==> src/rtl/axi_apb_bridge_mslv_if.sv <==
// axi_apb_bridge_mslv_if: AXI4-Lite slave side and APB4 master side bundled for the bridge
// slave modport: the bridge view (AXI inputs/readies+responses out, APB requests out/replies in)
// master modport: the surrounding view (AXI master plus APB slaves)
interface axi_apb_bridge_mslv_if #(
    parameter int C_APB_NUM_SLAVES = 4,
    parameter int C_ADDR_WIDTH     = 32,
    parameter int C_DATA_WIDTH     = 32
) ();
    logic [C_ADDR_WIDTH-1:0]                  s_axi_awaddr, s_axi_araddr;
    logic [2:0]                               s_axi_awprot, s_axi_arprot;
    logic                                     s_axi_awvalid, s_axi_awready;
    logic                                     s_axi_arvalid, s_axi_arready;
    logic [C_DATA_WIDTH-1:0]                  s_axi_wdata;
    logic [C_DATA_WIDTH/8-1:0]                s_axi_wstrb;
    logic                                     s_axi_wvalid, s_axi_wready;
    logic [1:0]                               s_axi_bresp;
    logic                                     s_axi_bvalid, s_axi_bready;
    logic [C_DATA_WIDTH-1:0]                  s_axi_rdata;
    logic [1:0]                               s_axi_rresp;
    logic                                     s_axi_rvalid, s_axi_rready;
    logic [C_ADDR_WIDTH-1:0]                  m_apb_paddr;
    logic [2:0]                               m_apb_pprot;
    logic                                     m_apb_pwrite, m_apb_penable;
    logic [C_APB_NUM_SLAVES-1:0]              m_apb_psel;
    logic [C_DATA_WIDTH-1:0]                  m_apb_pwdata;
    logic [C_DATA_WIDTH/8-1:0]                m_apb_pstrb;
    logic [C_APB_NUM_SLAVES-1:0]              m_apb_pready, m_apb_pslverr;
    logic [C_APB_NUM_SLAVES*C_DATA_WIDTH-1:0] m_apb_prdata;

    modport slave (
        input  s_axi_awaddr, s_axi_awprot, s_axi_awvalid, s_axi_araddr, s_axi_arprot, s_axi_arvalid,
        input  s_axi_wdata, s_axi_wstrb, s_axi_wvalid, s_axi_bready, s_axi_rready,
        input  m_apb_pready, m_apb_pslverr, m_apb_prdata,
        output s_axi_awready, s_axi_arready, s_axi_wready, s_axi_bresp, s_axi_bvalid,
        output s_axi_rdata, s_axi_rresp, s_axi_rvalid,
        output m_apb_paddr, m_apb_pprot, m_apb_pwrite, m_apb_penable, m_apb_psel, m_apb_pwdata, m_apb_pstrb
    );

    modport master (
        output s_axi_awaddr, s_axi_awprot, s_axi_awvalid, s_axi_araddr, s_axi_arprot, s_axi_arvalid,
        output s_axi_wdata, s_axi_wstrb, s_axi_wvalid, s_axi_bready, s_axi_rready,
        output m_apb_pready, m_apb_pslverr, m_apb_prdata,
        input  s_axi_awready, s_axi_arready, s_axi_wready, s_axi_bresp, s_axi_bvalid,
        input  s_axi_rdata, s_axi_rresp, s_axi_rvalid,
        input  m_apb_paddr, m_apb_pprot, m_apb_pwrite, m_apb_penable, m_apb_psel, m_apb_pwdata, m_apb_pstrb
    );
endinterface

==> src/rtl/axi_apb_bridge_mslv.sv <==
// axi_apb_bridge_mslv: AXI4-Lite slave to APB4 master bridge, one APB transfer at a time
// s_axi_clk: clock; s_axi_areset: synchronous active-high reset
// bus: axi_apb_bridge_mslv_if.slave carrying the AXI4-Lite slave and APB4 master signals
module axi_apb_bridge_mslv #(
    parameter int                      C_APB_NUM_SLAVES = 4,
    parameter int                      C_ADDR_WIDTH     = 32,
    parameter int                      C_DATA_WIDTH     = 32,
    parameter logic [C_ADDR_WIDTH-1:0] BASE_ADDRESS     = '0,
    parameter int                      SLAVE_SIZE       = 256,
    parameter int                      C_TIMEOUT        = 16
) (
    input logic                   s_axi_clk,
    input logic                   s_axi_areset,
    axi_apb_bridge_mslv_if.slave  bus
);
    localparam int NS = C_APB_NUM_SLAVES;
    localparam int AW = C_ADDR_WIDTH;
    localparam int DW = C_DATA_WIDTH;
    localparam int SW = $clog2(SLAVE_SIZE);
    localparam int IW = NS > 1 ? $clog2(NS) : 1;
    localparam int TW = $clog2(C_TIMEOUT + 2);

    typedef enum logic [1:0] {IDLE, SETUP, ACCESS, RESP} state_t;

    state_t          state_q;
    logic            prio_rd_q, is_wr_q, hit_q;
    logic [IW-1:0]   idx_q;
    logic [TW-1:0]   cnt_q;
    logic [AW-1:0]   paddr_q;
    logic [2:0]      pprot_q;
    logic            pwrite_q, penable_q, rvalid_q, bvalid_q;
    logic [NS-1:0]   psel_q;
    logic [DW-1:0]   pwdata_q, rdata_q;
    logic [DW/8-1:0] pstrb_q;
    logic [1:0]      resp_q;

    logic            wr_req, rd_gnt, wr_gnt, hit;
    logic [AW-1:0]   addr, off, slot;
    logic [IW-1:0]   idx;
    logic [DW-1:0]   prd [NS];

    for (genvar k = 0; k < NS; k++) begin : g_prd
        assign prd[k] = bus.m_apb_prdata[k*DW +: DW];
    end

    // A write needs address and data together; the priority holder wins a tie.
    assign wr_req = bus.s_axi_awvalid & bus.s_axi_wvalid;
    assign rd_gnt = state_q == IDLE && bus.s_axi_arvalid && (prio_rd_q || !wr_req);
    assign wr_gnt = state_q == IDLE && wr_req && (!prio_rd_q || !bus.s_axi_arvalid);
    assign addr   = rd_gnt ? bus.s_axi_araddr : bus.s_axi_awaddr;
    assign off    = addr - BASE_ADDRESS;
    assign slot   = off >> SW;
    assign hit    = addr >= BASE_ADDRESS && slot < AW'(NS);
    assign idx    = slot[IW-1:0];

    assign bus.s_axi_arready = rd_gnt;
    assign bus.s_axi_awready = wr_gnt;
    assign bus.s_axi_wready  = wr_gnt;
    assign bus.s_axi_bresp   = resp_q;
    assign bus.s_axi_bvalid  = bvalid_q;
    assign bus.s_axi_rresp   = resp_q;
    assign bus.s_axi_rdata   = rdata_q;
    assign bus.s_axi_rvalid  = rvalid_q;
    assign bus.m_apb_paddr   = paddr_q;
    assign bus.m_apb_pprot   = pprot_q;
    assign bus.m_apb_pwrite  = pwrite_q;
    assign bus.m_apb_penable = penable_q;
    assign bus.m_apb_psel    = psel_q;
    assign bus.m_apb_pwdata  = pwdata_q;
    assign bus.m_apb_pstrb   = pstrb_q;

    always_ff @(posedge s_axi_clk) begin
        if (s_axi_areset) begin
            state_q   <= IDLE;
            prio_rd_q <= 1'b1;
            is_wr_q   <= 1'b0;
            hit_q     <= 1'b0;
            idx_q     <= '0;
            cnt_q     <= '0;
            paddr_q   <= '0;
            pprot_q   <= '0;
            pwrite_q  <= 1'b0;
            penable_q <= 1'b0;
            psel_q    <= '0;
            pwdata_q  <= '0;
            pstrb_q   <= '0;
            rdata_q   <= '0;
            resp_q    <= '0;
            rvalid_q  <= 1'b0;
            bvalid_q  <= 1'b0;
        end else begin
            case (state_q)
                IDLE: if (rd_gnt || wr_gnt) begin
                    state_q   <= SETUP;
                    prio_rd_q <= wr_gnt;
                    is_wr_q   <= wr_gnt;
                    hit_q     <= hit;
                    idx_q     <= idx;
                    paddr_q   <= addr;
                    pprot_q   <= wr_gnt ? bus.s_axi_awprot : bus.s_axi_arprot;
                    pwrite_q  <= wr_gnt && hit;
                    psel_q    <= hit ? NS'(1) << idx : '0;
                    pwdata_q  <= wr_gnt ? bus.s_axi_wdata : '0;
                    pstrb_q   <= wr_gnt ? bus.s_axi_wstrb : '0;
                end
                // Unmapped addresses spend this cycle without select, then answer DECERR.
                SETUP: if (hit_q) begin
                    penable_q <= 1'b1;
                    cnt_q     <= '0;
                    state_q   <= ACCESS;
                end else begin
                    resp_q   <= 2'b11;
                    rdata_q  <= '0;
                    rvalid_q <= !is_wr_q;
                    bvalid_q <= is_wr_q;
                    state_q  <= RESP;
                end
                ACCESS: if (bus.m_apb_pready[idx_q]) begin
                    if (!is_wr_q) rdata_q <= prd[idx_q];
                    resp_q    <= bus.m_apb_pslverr[idx_q] ? 2'b10 : 2'b00;
                    psel_q    <= '0;
                    penable_q <= 1'b0;
                    rvalid_q  <= !is_wr_q;
                    bvalid_q  <= is_wr_q;
                    state_q   <= RESP;
                end else if (C_TIMEOUT != 0 && cnt_q == TW'(C_TIMEOUT - 1)) begin
                    rdata_q   <= '0;
                    resp_q    <= 2'b10;
                    psel_q    <= '0;
                    penable_q <= 1'b0;
                    rvalid_q  <= !is_wr_q;
                    bvalid_q  <= is_wr_q;
                    state_q   <= RESP;
                end else begin
                    cnt_q <= cnt_q + 1'b1;
                end
                RESP: if (is_wr_q ? bus.s_axi_bready : bus.s_axi_rready) begin
                    rvalid_q <= 1'b0;
                    bvalid_q <= 1'b0;
                    state_q  <= IDLE;
                end
                default: state_q <= IDLE;
            endcase
        end
    end
endmodule

==> src/flat_wrapper.sv <==
// flat-port wrapper written by rule: the top's interface ports become plain ports
module axi_apb_bridge_mslv_flat 
#(
    parameter int                      C_APB_NUM_SLAVES = 4,
    parameter int                      C_ADDR_WIDTH     = 32,
    parameter int                      C_DATA_WIDTH     = 32,
    parameter logic [C_ADDR_WIDTH-1:0] BASE_ADDRESS     = '0,
    parameter int                      SLAVE_SIZE       = 256,
    parameter int                      C_TIMEOUT        = 16
)
  (s_axi_clk, s_axi_areset, bus_s_axi_awaddr, bus_s_axi_awprot, bus_s_axi_awvalid, bus_s_axi_araddr, bus_s_axi_arprot, bus_s_axi_arvalid, bus_s_axi_wdata, bus_s_axi_wstrb, bus_s_axi_wvalid, bus_s_axi_bready, bus_s_axi_rready, bus_m_apb_pready, bus_m_apb_pslverr, bus_m_apb_prdata, bus_s_axi_awready, bus_s_axi_arready, bus_s_axi_wready, bus_s_axi_bresp, bus_s_axi_bvalid, bus_s_axi_rdata, bus_s_axi_rresp, bus_s_axi_rvalid, bus_m_apb_paddr, bus_m_apb_pprot, bus_m_apb_pwrite, bus_m_apb_penable, bus_m_apb_psel, bus_m_apb_pwdata, bus_m_apb_pstrb);
  axi_apb_bridge_mslv_if #(.C_APB_NUM_SLAVES(C_APB_NUM_SLAVES), .C_ADDR_WIDTH(C_ADDR_WIDTH), .C_DATA_WIDTH(C_DATA_WIDTH)) bus_i ();
  input logic s_axi_clk;
  input logic s_axi_areset;
  input wire logic [$bits(bus_i.s_axi_awaddr)-1:0] bus_s_axi_awaddr;
  input wire logic [$bits(bus_i.s_axi_awprot)-1:0] bus_s_axi_awprot;
  input wire logic [$bits(bus_i.s_axi_awvalid)-1:0] bus_s_axi_awvalid;
  input wire logic [$bits(bus_i.s_axi_araddr)-1:0] bus_s_axi_araddr;
  input wire logic [$bits(bus_i.s_axi_arprot)-1:0] bus_s_axi_arprot;
  input wire logic [$bits(bus_i.s_axi_arvalid)-1:0] bus_s_axi_arvalid;
  input wire logic [$bits(bus_i.s_axi_wdata)-1:0] bus_s_axi_wdata;
  input wire logic [$bits(bus_i.s_axi_wstrb)-1:0] bus_s_axi_wstrb;
  input wire logic [$bits(bus_i.s_axi_wvalid)-1:0] bus_s_axi_wvalid;
  input wire logic [$bits(bus_i.s_axi_bready)-1:0] bus_s_axi_bready;
  input wire logic [$bits(bus_i.s_axi_rready)-1:0] bus_s_axi_rready;
  input wire logic [$bits(bus_i.m_apb_pready)-1:0] bus_m_apb_pready;
  input wire logic [$bits(bus_i.m_apb_pslverr)-1:0] bus_m_apb_pslverr;
  input wire logic [$bits(bus_i.m_apb_prdata)-1:0] bus_m_apb_prdata;
  output wire logic [$bits(bus_i.s_axi_awready)-1:0] bus_s_axi_awready;
  output wire logic [$bits(bus_i.s_axi_arready)-1:0] bus_s_axi_arready;
  output wire logic [$bits(bus_i.s_axi_wready)-1:0] bus_s_axi_wready;
  output wire logic [$bits(bus_i.s_axi_bresp)-1:0] bus_s_axi_bresp;
  output wire logic [$bits(bus_i.s_axi_bvalid)-1:0] bus_s_axi_bvalid;
  output wire logic [$bits(bus_i.s_axi_rdata)-1:0] bus_s_axi_rdata;
  output wire logic [$bits(bus_i.s_axi_rresp)-1:0] bus_s_axi_rresp;
  output wire logic [$bits(bus_i.s_axi_rvalid)-1:0] bus_s_axi_rvalid;
  output wire logic [$bits(bus_i.m_apb_paddr)-1:0] bus_m_apb_paddr;
  output wire logic [$bits(bus_i.m_apb_pprot)-1:0] bus_m_apb_pprot;
  output wire logic [$bits(bus_i.m_apb_pwrite)-1:0] bus_m_apb_pwrite;
  output wire logic [$bits(bus_i.m_apb_penable)-1:0] bus_m_apb_penable;
  output wire logic [$bits(bus_i.m_apb_psel)-1:0] bus_m_apb_psel;
  output wire logic [$bits(bus_i.m_apb_pwdata)-1:0] bus_m_apb_pwdata;
  output wire logic [$bits(bus_i.m_apb_pstrb)-1:0] bus_m_apb_pstrb;
  assign bus_i.s_axi_awaddr = bus_s_axi_awaddr;
  assign bus_i.s_axi_awprot = bus_s_axi_awprot;
  assign bus_i.s_axi_awvalid = bus_s_axi_awvalid;
  assign bus_i.s_axi_araddr = bus_s_axi_araddr;
  assign bus_i.s_axi_arprot = bus_s_axi_arprot;
  assign bus_i.s_axi_arvalid = bus_s_axi_arvalid;
  assign bus_i.s_axi_wdata = bus_s_axi_wdata;
  assign bus_i.s_axi_wstrb = bus_s_axi_wstrb;
  assign bus_i.s_axi_wvalid = bus_s_axi_wvalid;
  assign bus_i.s_axi_bready = bus_s_axi_bready;
  assign bus_i.s_axi_rready = bus_s_axi_rready;
  assign bus_i.m_apb_pready = bus_m_apb_pready;
  assign bus_i.m_apb_pslverr = bus_m_apb_pslverr;
  assign bus_i.m_apb_prdata = bus_m_apb_prdata;
  assign bus_s_axi_awready = bus_i.s_axi_awready;
  assign bus_s_axi_arready = bus_i.s_axi_arready;
  assign bus_s_axi_wready = bus_i.s_axi_wready;
  assign bus_s_axi_bresp = bus_i.s_axi_bresp;
  assign bus_s_axi_bvalid = bus_i.s_axi_bvalid;
  assign bus_s_axi_rdata = bus_i.s_axi_rdata;
  assign bus_s_axi_rresp = bus_i.s_axi_rresp;
  assign bus_s_axi_rvalid = bus_i.s_axi_rvalid;
  assign bus_m_apb_paddr = bus_i.m_apb_paddr;
  assign bus_m_apb_pprot = bus_i.m_apb_pprot;
  assign bus_m_apb_pwrite = bus_i.m_apb_pwrite;
  assign bus_m_apb_penable = bus_i.m_apb_penable;
  assign bus_m_apb_psel = bus_i.m_apb_psel;
  assign bus_m_apb_pwdata = bus_i.m_apb_pwdata;
  assign bus_m_apb_pstrb = bus_i.m_apb_pstrb;
  axi_apb_bridge_mslv #(.C_APB_NUM_SLAVES(C_APB_NUM_SLAVES), .C_ADDR_WIDTH(C_ADDR_WIDTH), .C_DATA_WIDTH(C_DATA_WIDTH), .BASE_ADDRESS(BASE_ADDRESS), .SLAVE_SIZE(SLAVE_SIZE), .C_TIMEOUT(C_TIMEOUT)) u_core (.s_axi_clk(s_axi_clk), .s_axi_areset(s_axi_areset), .bus(bus_i));
endmodule
==> config.mk <==
export PLATFORM = sky130hd
export DESIGN_NAME = axi_apb_bridge_mslv_flat
export DESIGN_NICKNAME = d
export VERILOG_FILES = /design/src/rtl/axi_apb_bridge_mslv_if.sv /design/src/rtl/axi_apb_bridge_mslv.sv /design/src/flat_wrapper.sv
export SDC_FILE = /design/constraint.sdc
export NUM_CORES = 1
export LEC_CHECK = 0
export BUFFER_PORTS_ARGS = -buffer_cell sky130_fd_sc_hd__buf_2
export CAP_MARGIN = 30
export CORE_MARGIN = 2
export CORE_UTILIZATION = 25
export CTS_CLUSTER_DIAMETER = 80
export DETAILED_ROUTE_END_ITERATION = 10
export SLEW_MARGIN = 20
export SYNTH_ARGS = -nofsm -noshare
export SYNTH_HDL_FRONTEND = slang
export SYNTH_SLANG_ARGS = --single-unit
==> constraint.sdc <==
create_clock -name s_axi_clk -period 2 [get_ports s_axi_clk]
set_input_delay 0.4 -clock s_axi_clk [delete_from_list [all_inputs] [get_ports s_axi_clk]]
set_output_delay 0.4 -clock s_axi_clk [all_outputs]
set_load 0.05 [all_outputs]
After elaboration in Yosys (flattened, before gate mapping). Index checks and enable logic that the tools add are counted.

Flip-flop bits (word level): 125. Output and inout bits: 118. Input bits: 249.

Equality and inequality tests: 12. Bitwise operators: 2. Reduce and logical (&&, ||, !) cells: 25. Add/subtract/negate cells: 1. Multiplexer cells: 50. Shifts and indexed selects: 1. Magnitude comparators: 4.

Operators with widths (count): $mux 32 (8); $bmux 32 s2 (1); $pmux 32 s2 (1); $ge 32x1->1 const B (1); $lt 24x3->1 const B (1); $mux 4 (5); $mux 2 (8); $mux 5 (3); $mux 1 (14); $reduce_and 3->1 (4); $reduce_and 4->1 (3); $pmux 5 s2 (1); $ne 2x2->1 const B (4); $pmux 2 s4 (1); $pmux 4 s2 (1); $logic_and 1x1->1 (6); $pmux 1 s3 (2); $add 5x1->5 const B (1); $eq 5x4->1 const B (1); $bmux 1 s2 (2); $eq 2x2->1 const B (2); $logic_not 1->1 (4); $ne 2x1->1 const B (2); $pmux 2 s2 (1); 15 further kinds (18).

Depth between registers and ports, before layout. Gate-level depths: netlist of the first run.

Depth in word-level cells: 10. Mapped depth: 8. Mapped depth without buffers: 7.

Least setup slack after synthesis of the first run. Ideal clock, no wire load.

Path type: register to register. Start point: reg u_core.bus.m_apb_paddr[8] (netlist name). End point: reg u_core.psel_q[0], in the netlist u_core.bus.m_apb_psel[0]. Slack: -0.447 ns. Period minus slack after synthesis: 2.447 ns. Cell stages (with the launch flop): 7. Data required time: 1.883 ns. Arrival time: 2.330 ns. Cell sequence: dfxtp_1 buf_6 mux4_2 or3_4 a21boi_4 and3b_1 a32o_1.

RTL lines: end signal, assigned (RTL line axi_apb_bridge_mslv.sv:102) `psel_q <= hit ? NS'(1) << idx : '0;`; end, declared (RTL line axi_apb_bridge_mslv.sv:32) `logic [NS-1:0] psel_q;`.

==> results of run 1 <==
==> state kept, by name (all words and copies together), names as in the netlist <==
register,count
u_core.hit_q,1
u_core.bus.s_axi_rvalid,1
u_core.bus.s_axi_bresp,2
u_core.bus.m_apb_pprot,3
u_core.cnt_q,5
u_core.bus.m_apb_pwrite,1
u_core.bus.m_apb_psel,4
u_core.prio_rd_q,1
u_core.bus.m_apb_paddr,32
u_core.state_q,2
u_core.bus.m_apb_pwdata,32
u_core.bus.s_axi_bvalid,1
u_core.is_wr_q,1
u_core.bus.s_axi_rdata,32
u_core.bus.m_apb_penable,1
u_core.bus.m_apb_pstrb,4
==> cell type report <==
cell class | count | area share
Tap cell | 285 | 0.03741
Inverter | 8 | 0.003413
Timing Repair Buffer | 422 | 0.2593
Clock inverter | 11 | 0.01890
Multi-Input combinational cell | 449 | 0.3714
Antenna cell | 1 | 0.0002625
Clock buffer | 21 | 0.05054
Sequential cell | 123 | 0.2589
==> power by group <==
part           total (mW)  switching (mW)  leakage, nW  internal, mW
clock                3.49            1.24        0.320          2.25
combinational        6.20            3.87         2.90          2.33
sequential           3.07           0.231         1.00          2.84
==> critical path, stage by stage (launching register included) <==
cell       delay [ns]
dfxtp_4          0.35
mux4_2           0.54
buf_6            0.15
o311ai_4         0.29
buf_4            0.18
a21oi_4          0.04
clkbuf_16        0.22
nand3_2          0.08
a21oi_1          0.05
==> metal layers <==
metal,GRT usage,up-vias,wire [µm]
met5,0,-,38
met4,0.05985,6,481
met3,0.05511,30,1728
met2,0.3128,277,11730
met1,0.2109,3094,9382
li1,-,3089,-
==> cell families after synthesis <==
| group | after synthesis | synth area share |
|---|---|---|
| AOI/OAI and AO/OA | 131 | 0.1679 |
| adders and majority gates | 7 | 0.01511 |
| buffers and inverters | 65 | 0.04813 |
| DFF | 123 | 0.4248 |
| muxes | 41 | 0.1442 |
| and+or+nand+nor | 269 | 0.1999 |
==> cell usage after synthesis, types with 7 or more instances <==
cell,number
a22oi_1,38
clkbuf_1,42
a311oi_1,33
mux2i_1,7
dfxtp_1,123
nor2_1,86
nand2_1,110
nand3_1,35
ha_1,7
nor4_1,10
a21oi_1,38
mux4_2,34
==> path summary, 6_finish.rpt <==
| kind | slack [ns] | end |
|---|---|---|
| setup / recovery | -0.06 | u_core.bus.s_axi_rdata[19] |
| hold / removal | 0.23 | u_core.bus.m_apb_pwdata[20] |
| setup reg to reg | -0.06 | u_core.bus.s_axi_rdata[19] |
| hold reg to reg | 0.46 | u_core.bus.m_apb_pwrite |
==> metrics by stage <==
stage	util	hold WS, ns
global route	0.4197	0.2059
detailed placement	0.3553	0.4436
CTS	0.4065	0.2052
finish	0.4197	0.2258
global placement	0.3553	0.4370
floorplan	-	0.4596
==> placed cells by master, fill, tap and decap left out, drive strengths merged, types with 2 or more instances in the layout <==
master,n
a31o,2
a22oi,38
o21ai,6
nor3b,4
clkbuf,23
nor3,6
a211oi,3
nand4,3
nand3,35
and2,4
mux2i,7
bufinv,4
mux4,34
and3,2
nand2,110
a21oi,40
clkinv,5
nor2,87
a32o,2
ha,7
a311oi,33
buf,420
inv,9
nor2b,2
nor4,10
dfxtp,123
==> timing repair <==
action	in CTS	in global routing
buffers inserted	16	2
setup endpoints to repair	43	77
pin swaps	33	40
cloned	3	3
endpoints found under the hold margin	0	0
resized for setup	72	64
==> run_results.csv, run 1 <==
group,metric,value,unit
run_status,outcome,"complete, but fails checks",
run_status,violations,"negative setup slack",
drt,viasPerCell,4.921,
setup_path,startpoint,"u_core.bus.m_apb_paddr[8]",
drt,ant_nets,0,
setup_path,start_kind,"flop",
drt,drt_iter0_drc,311,
yosys,yosys-top-cells-area,"dfxtp_1 42%, mux4_2 13%, nand2_1 7.1%, nor2_1 5.6%, a311oi_1 5.0%",
placement,post-dp-hpwl,16330,µm
placement,place_ws,-0.3628,ns
min_path,hold_class,"in2reg",
drt,drt_first_pass_iters,4,
yosys,syn_inst,636,
timing,maxSlewHeadroom,0.6161,
cts,h-tree-depth,4,
yosys,synth.largest_area_cell,"dfxtp_1",
floorplan,core,22710,µm²
floorplan,rows,55,
yosys,synth_ff_type,"dfxtp_1",
timing,tns,-0.6550,ns
finish,fill_cells,2294,
grt,antenna_found_initial,4,
yosys,yosysSeqAreaShare,0.4248,
timing,finalWorstSetupSlack,-0.05814,ns
floorplan,die_area,24420,µm²
min_path,holdPathStages,3,
finish,syn_to_final_growth,64.43,%
finish,final_area,9532,µm²
cts,cts_buffers,17,
placement,port_buffers,366,
yosys,synth-seq-cells,123,
yosys,netlist.area_leader.share,0.4248,
pwr,power.density,1338,nW/µm²
finish,instances_no_fill,1320,
finish,nets,1277,
yosys,synth_area,5797,µm²
cts,clock_sinks,123,
min_path,hp-start,"bus_s_axi_wdata[20]",
setup_path,r2r-start,"u_core.bus.m_apb_paddr[8]",
floorplan,die_width,156.3,µm
timing,hold_violations,0,
placement,gp_congestion,0.8284,
floorplan,chipHeight,156.3,µm
timing,fin_skew,0.01095,ns
setup_path,worstSetupPathType,"reg2reg",
finish,multiInputGateArea,3540,µm²
yosys,ys_warn_count,0,
finish,ff_latch_area,2467,µm²
cts,postCtsHoldBufs,0,
setup_path,worstPathArrival,2.34,ns
yosys,syn_area_per_cell,9.114,µm²
pwr,ir_worst_vdd,0.7464,mV
cts,path_clk_slew,0.06,ns
setup_path,r2r_cells,8,
yosys,ys_types,48,
drt,routed_wl,23360,µm
timing,drv_slew,0,
finish,drive_gt1_frac,0.5638,
yosys,synth_edf_count,0,
timing,rsz0062_at_grt,"true",
yosys,synth_nets,892,
timing,tightest_slew,0.5758,ns
floorplan,start_util,0.2553,
grt,grt_max_degree,65,
placement,dp_cells,1266,
floorplan,ios,367,
grt,grt_pass1_vias,6208,
grt,grt.overflow.total,0,
timing,setup_violations,26,
setup_path,worstSetupEndpointType,"flop",
setup_path,required,2.28,ns
pwr,cellLeakagePower,4.224,nW
drt,drc,0,
setup_path,cp_max_fo,8,
flow_run,maxCapViolCount,0,
cts,cts_tree,"yes",
drt,wire_per_inst,17.70,µm
pwr,finalPower,12.76,mW
timing,period_share,1.029,
grt,grt_usage,0.1800,
timing,fmax,485.9,MHz
timing,fin_crit,2.058,ns
yosys,async_flop_share,0,
grt,grt_pass1_wl,33950,µm
drt,vias,6496,
placement,postPlaceCellArea,8069,µm²
cts,cts_buffer_depth,2,
cts,insertion_delay,0.42,ns
cts,root_buffer,"clkbuf_16",
Power figures use the tool's default switching activity.
==> run 2, diff against run 1 <==
- ABC_AREA: not set -> 1
==> run 2 against run 1 <==
Cell count grew 25%. Worst hold slack worse by 0.00086 ns. Critical endpoint is now u_core.bus.m_apb_psel[3]. Clock skew grew 0.0043 ns. Critical path depth up 6. Power up 11%. Area after synthesis grew 8.3%. The run now ends clean. Routed wire length up 1.7%. Sequential power is 15% higher.
==> run_results.csv, run 2 <==
group,metric,value,unit
timing,tightest_slew,0.3817,ns
finish,instances_no_fill,1653,
setup_path,rrSetupSlack,0.06,ns
timing,period_share,0.9685,
timing,setup_violations,0,
timing,maxSlewHeadroom,0.7456,
floorplan,die_area,26390,µm²
setup_path,required,2.34,ns
placement,port_buffers,366,
timing,hold_ws,0.2250,ns
cts,root_buffer,"clkbuf_16",
yosys,synth_compound_area_frac,0.2329,
pwr,cellLeakagePower,4.443,nW
placement,gp_congestion,0.8426,
setup_path,start_kind,"flop",
yosys,synth_edf_count,0,
yosys,synthXorXnorAreaFrac,0,
placement,post-dp-hpwl,17800,µm
drt,routed_wl,23770,µm
yosys,synth_area,6276,µm²
finish,mostFrequentLayoutCells,"363 x buf_2, 207 x nand2_1, 153 x nor2_1, 128 x a21oi_1, 119 x dfxtp_1",
setup_path,worstSetupEndpointType,"flop",
yosys,yosys-top-cells-area,"dfxtp_1 39%, nand2_1 13%, a21oi_1 11%, nor2_1 9.3%, o21ai_0 7.4%",
drt,wl_met2,11400,µm
yosys,synth-adder-area-share,0.01396,
drt,wire_per_inst,14.38,µm
floorplan,ios,367,
grt,grt.overflow.total,0,
floorplan,die_width,162.4,µm
timing,tns,0,ns
setup_path,worstSetupPathType,"reg2reg",
floorplan,chipHeight,162.4,µm
timing,finalWorstSetupSlack,0.06292,ns
yosys,syn_area_per_cell,6.544,µm²
cts,clock_sinks,123,
pwr,ir_worst_vdd,0.7708,mV
timing,fmax,516.2,MHz
setup_path,cp_max_fo,7,
grt,grt_max_degree,67,
min_path,hold_class,"in2reg",
yosys,synth.area.mux_share,0,
yosys,async_flop_share,0,
grt,grt_usage,0.1723,
drt,vias,7567,
placement,place_ws,-0.03906,ns
yosys,synth-seq-cells,123,
grt,grt_pass1_vias,7055,
run_status,outcome,"finished clean",
cts,h-tree-depth,4,
cts,insertion_delay,0.42,ns
drt,viasPerCell,4.578,
timing,fin_crit,1.937,ns
grt,antenna_found_initial,5,
drt,drt-met1-wl,9918,µm
timing,hold_violations,0,
drt,drc,0,
cts,cts_tree,"yes",
finish,final_common_cell,"buf_2",
yosys,syn_inst,959,
drt,drt_iter0_drc,477,
floorplan,rows,57,
drt,ant_nets,0,
cts,postCtsHoldBufs,0,
placement,dp_cells,1612,
pwr,power.density,1520,nW/µm²
finish,utilization,0.3803,
drt,drt_first_pass_iters,6,
timing,fin_skew,0.01524,ns
yosys,synth_nets,1215,
finish,drive_gt1_frac,0.3580,
yosys,yosysSeqAreaShare,0.3923,
yosys,synth.cells.most_frequent,"211 x nand2_1, 155 x nor2_1, 132 x a21oi_1",
floorplan,core,24460,µm²
drt,top_layer_used,"met5",
drt,wl_met3,2132,µm
yosys,ys_types,37,
setup_path,worstPathArrival,2.28,ns
finish,syn_to_final_growth,48.23,%
yosys,synth.largest_area_cell,"dfxtp_1",
yosys,post-synth-top-count-cell,"nand2_1",
cts,cts_buffer_depth,2,
grt,grt_pass1_wl,35970,µm
yosys,ys_warn_count,0,
cts,path_clk_slew,0.07,ns
floorplan,start_util,0.2566,
cts,cts_buffers,17,
yosys,netlist.area_leader.share,0.3923,
timing,drv_slew,0,
flow_run,maxCapViolCount,0,
finish,nets,1570,
yosys,synth_ff_type,"dfxtp_1",
yosys,synth-simple-area-share,0.2675,
yosys,synth_top_family_by_area,"simple AND/OR/NAND/NOR gates",
run 2: what timing repair did:
item	CTS	global route
endpoints found under the setup margin	10	44
setup buffers	1	5
hold endpoints to repair	0	0
pin swaps	1	12
resized for setup	15	28
cloned	0	1
run 2: kinds of logic (layout without fill, tap and decap cells):
| group | count (synthesis) | in the layout |
|---|---|---|
| other | 0 | 2 |
| AO/OA/AOI/OAI | 281 | 281 |
| AND/OR/NAND/NOR | 413 | 413 |
| flip-flops | 123 | 123 |
| adder cells (fa/ha/maj) | 7 | 7 |
| buffers and inverters | 135 | 503 |
run 2: worst paths after layout:
kind / start / cells past startpoint / endpoint
setup reg to reg: u_core.state_q[1] / 14 / u_core.bus.m_apb_psel[3]
hold / removal: bus_s_axi_wdata[24] / 3 / u_core.bus.m_apb_pwdata[24]
setup / recovery: u_core.state_q[1] / 14 / u_core.bus.m_apb_psel[3]
hold reg to reg: u_core.bus.s_axi_rdata[21] / 2 / u_core.bus.s_axi_rdata[21]
run 2: cell type report:
| type | count | area, µm² |
|---|---|---|
| fill | 2610 | 15160 |
| clock buffer | 19 | 442.9 |
| tap | 324 | 405.4 |
| timing repair buffer | 403 | 2263 |
| inverter | 68 | 269.0 |
| multi-input combinational | 701 | 3314 |
| clock inverter | 13 | 135.1 |
| antenna | 2 | 5.005 |
| sequential | 123 | 2467 |
run 2: routing by layer:
metal  global-route usage  vias to the layer above
met1               0.2029                     3389
met3              0.05551                       20
met5                    0                        -
met2               0.2998                      315
met4              0.04948                        4
li1                     -                     3839
run 2: critical path, stage by stage, from the launching register on:
cell,delay [ns]
dfxtp_2,0.33
inv_4,0.07
ha_4,0.16
nand2_2,0.07
inv_4,0.08
nand2_8,0.09
buf_12,0.15
buf_4,0.13
nand2_1,0.07
nand2_2,0.07
nor2_2,0.11
nand2_2,0.07
nor2_4,0.21
nand3_1,0.11
a21oi_1,0.13
run 2: power by group:
group	switching (mW)	internal [mW]
sequential	0.397	3.13
clock	1.30	1.78
combinational	5.37	2.17
run 2: through the flow:
step                      instance area (µm²)  power, mW
after CTS                                9140      14.11
after global placement                   8501      10.80
after detailed placement                 8501      10.85
final                                    9303      14.14
after floorplan                          6279      8.929
after global routing                     9300      15.13
==> run 3, diff against run 2 <==
- CTS_BUF_LIST: not set -> sky130_fd_sc_hd__clkbuf_16
==> run 3 against run 2 <==
Power is 0.35% lower. Sequential power about the same. Critical path depth unchanged. Largest power group unchanged.
==> run_results.csv, run 3 (same netlist as run 2, synthesis figures left out) <==
group,metric,value,unit
placement,port_buffers,366,
setup_path,worstPathArrival,2.29,ns
drt,drt_first_pass_iters,5,
drt,drc,0,
timing,tightest_slew,0.3847,ns
setup_path,r2r-start,"u_core.state_q[1]",
cts,cts_tree,"yes",
timing,fin_skew,0.01890,ns
cts,insertion_delay,0.43,ns
pwr,power.density,1517,nW/µm²
grt,grt.overflow.total,0,
cts,root_buffer,"clkbuf_16",
placement,dp_cells,1612,
placement,post-dp-hpwl,17800,µm
pwr,power_switching,7.059,mW
floorplan,die_width,162.4,µm
grt,grt_max_degree,67,
flow_run,maxCapViolCount,0,
drt,ant_nets,0,
pwr,finalPower,14.09,mW
finish,final_area,9293,µm²
pwr,internal-power,7.034,mW
finish,multiInputGateArea,3314,µm²
timing,hold_ws,0.2224,ns
timing,fin_crit,1.945,ns
drt,wire_per_inst,14.39,µm
floorplan,start_util,0.2566,
floorplan,core,24460,µm²
pwr,combPwrFrac,0.535,
cts,h-tree-depth,4,
finish,syn_to_final_growth,48.07,%
cts,cts_buffer_depth,2,
run_status,outcome,"finished clean",
setup_path,timing.rr.end,"u_core.bus.m_apb_psel[0]",
finish,mostFrequentLayoutCells,"363 x buf_2, 207 x nand2_1, 153 x nor2_1, 128 x a21oi_1, 119 x dfxtp_1",
setup_path,startpoint,"u_core.state_q[1]",
setup_path,required,2.35,ns
setup_path,worstSetupPathType,"reg2reg",
finish,final_common_cell,"buf_2",
drt,routed_wl,23790,µm
finish,instances_no_fill,1653,
timing,hold_violations,0,
drt,drt_iter0_drc,455,
finish,utilization,0.3799,
drt,viasPerCell,4.558,
pwr,cellLeakagePower,4.442,nW
cts,cts_buffers,17,
floorplan,ios,367,
timing,period_share,0.9724,
setup_path,start_kind,"flop",
timing,drv_slew,0,
timing,maxSlewHeadroom,0.7435,
pwr,ir_worst_vdd,0.7708,mV
floorplan,chipHeight,162.4,µm
finish,ff_latch_area,2467,µm²
pwr,power.share.clock,0.215,
finish,nets,1570,
pwr,p_sw_frac,0.5009,
finish,fill_cells,2611,
grt,grt_pass1_vias,7052,
cts,path_clk_slew,0.07,ns
grt,grt_pass1_wl,35970,µm
setup_path,worstSetupEndpointType,"flop",
floorplan,rows,57,
cts,clock_sinks,123,
placement,gp_congestion,0.8426,
grt,antenna_found_initial,5,
setup_path,r2r_cells,14,
finish,drive_gt1_frac,0.3572,
placement,postPlaceCellArea,8501,µm²
timing,setup_violations,0,
drt,vias,7535,
timing,fmax,514.2,MHz
floorplan,die_area,26390,µm²
setup_path,endpoint,"u_core.bus.m_apb_psel[0]",
min_path,hold_class,"in2reg",
setup_path,rrSetupSlack,0.06,ns
grt,grt_usage,0.1723,
setup_path,cp_max_fo,7,
pwr,power_frac_seq,0.250,
==> run 3: per-layer routing <==
layer,vias to the layer above,part of all wire,routed length (µm),GRT usage
met4,4,0.012,296,0.04948
li1,3838,-,-,-
met3,20,0.087,2069,0.05551
met2,318,0.48,11380,0.2998
met5,-,0.00080,19,0
met1,3355,0.42,10020,0.2029
==> run 3: critical path: stages, from the launching register on <==
cell,delay [ns]
dfxtp_2,0.33
inv_4,0.07
ha_4,0.16
nand2_2,0.07
inv_4,0.08
nand2_8,0.09
buf_12,0.15
buf_4,0.13
nand2_1,0.07
nand2_2,0.07
nor2_2,0.11
nand2_2,0.07
nor2_4,0.21
nand3_2,0.11
a21oi_2,0.14
==> run 3: power by group through the flow <==
stage	Combinational (mW)	Sequential, mW	Clock, mW
after CTS	7.39	3.54	3.13
after detailed placement	7.27	3.58	0
after floorplan	3.26	5.66	0
final	7.54	3.53	3.02
after global placement	7.23	3.57	0
after global routing	8.21	3.61	3.26
==> run 3: how the worst min path moves through the flow <==
| stage | from | end | slack [ns] | cells after the start |
|---|---|---|---|---|
| floorplan | u_core.cnt_q[4] | u_core.cnt_q[4] | 0.46 | 2 |
| global placement | u_core.bus.s_axi_rdata[5] | u_core.bus.s_axi_rdata[5] | 0.43 | 2 |
| detailed placement | u_core.bus.s_axi_rdata[17] | u_core.bus.s_axi_rdata[17] | 0.43 | 2 |
| CTS | bus_s_axi_wdata[0] | u_core.bus.m_apb_pwdata[0] | 0.20 | 3 |
| global route | bus_s_axi_wdata[3] | u_core.bus.m_apb_pwdata[3] | 0.21 | 3 |
| finish | bus_s_axi_wdata[24] | u_core.bus.m_apb_pwdata[24] | 0.22 | 3 |
==> run 3: what timing repair did <==
action | 4_1_cts | 5_1_grt
hold buffers | 0 | 0
setup buffers | 1 | 5
gates resized for setup | 15 | 28
cloned | 0 | 1
setup endpoints to repair | 10 | 44
pin swaps | 1 | 12
==> run 3: area by class of cell <==
class	instances	area share
Clock buffer	17	0.04578
Multi-Input combinational cell	701	0.3567
Timing Repair Buffer	403	0.2436
Sequential cell	123	0.2655
Inverter	68	0.02895
Tap cell	324	0.04362
Clock inverter	15	0.01535
Antenna cell	2	0.0005386
==> run 3: stage by stage <==
stage / setup WS (ns) / setup TNS (ns)
final: 0.05519 / 0
after detailed placement: -0.03906 / -0.1315
after CTS: 0.01475 / 0
after global routing: -0.04242 / -0.1823
after global placement: 0.03114 / 0
after floorplan: -0.02527 / -0.02527
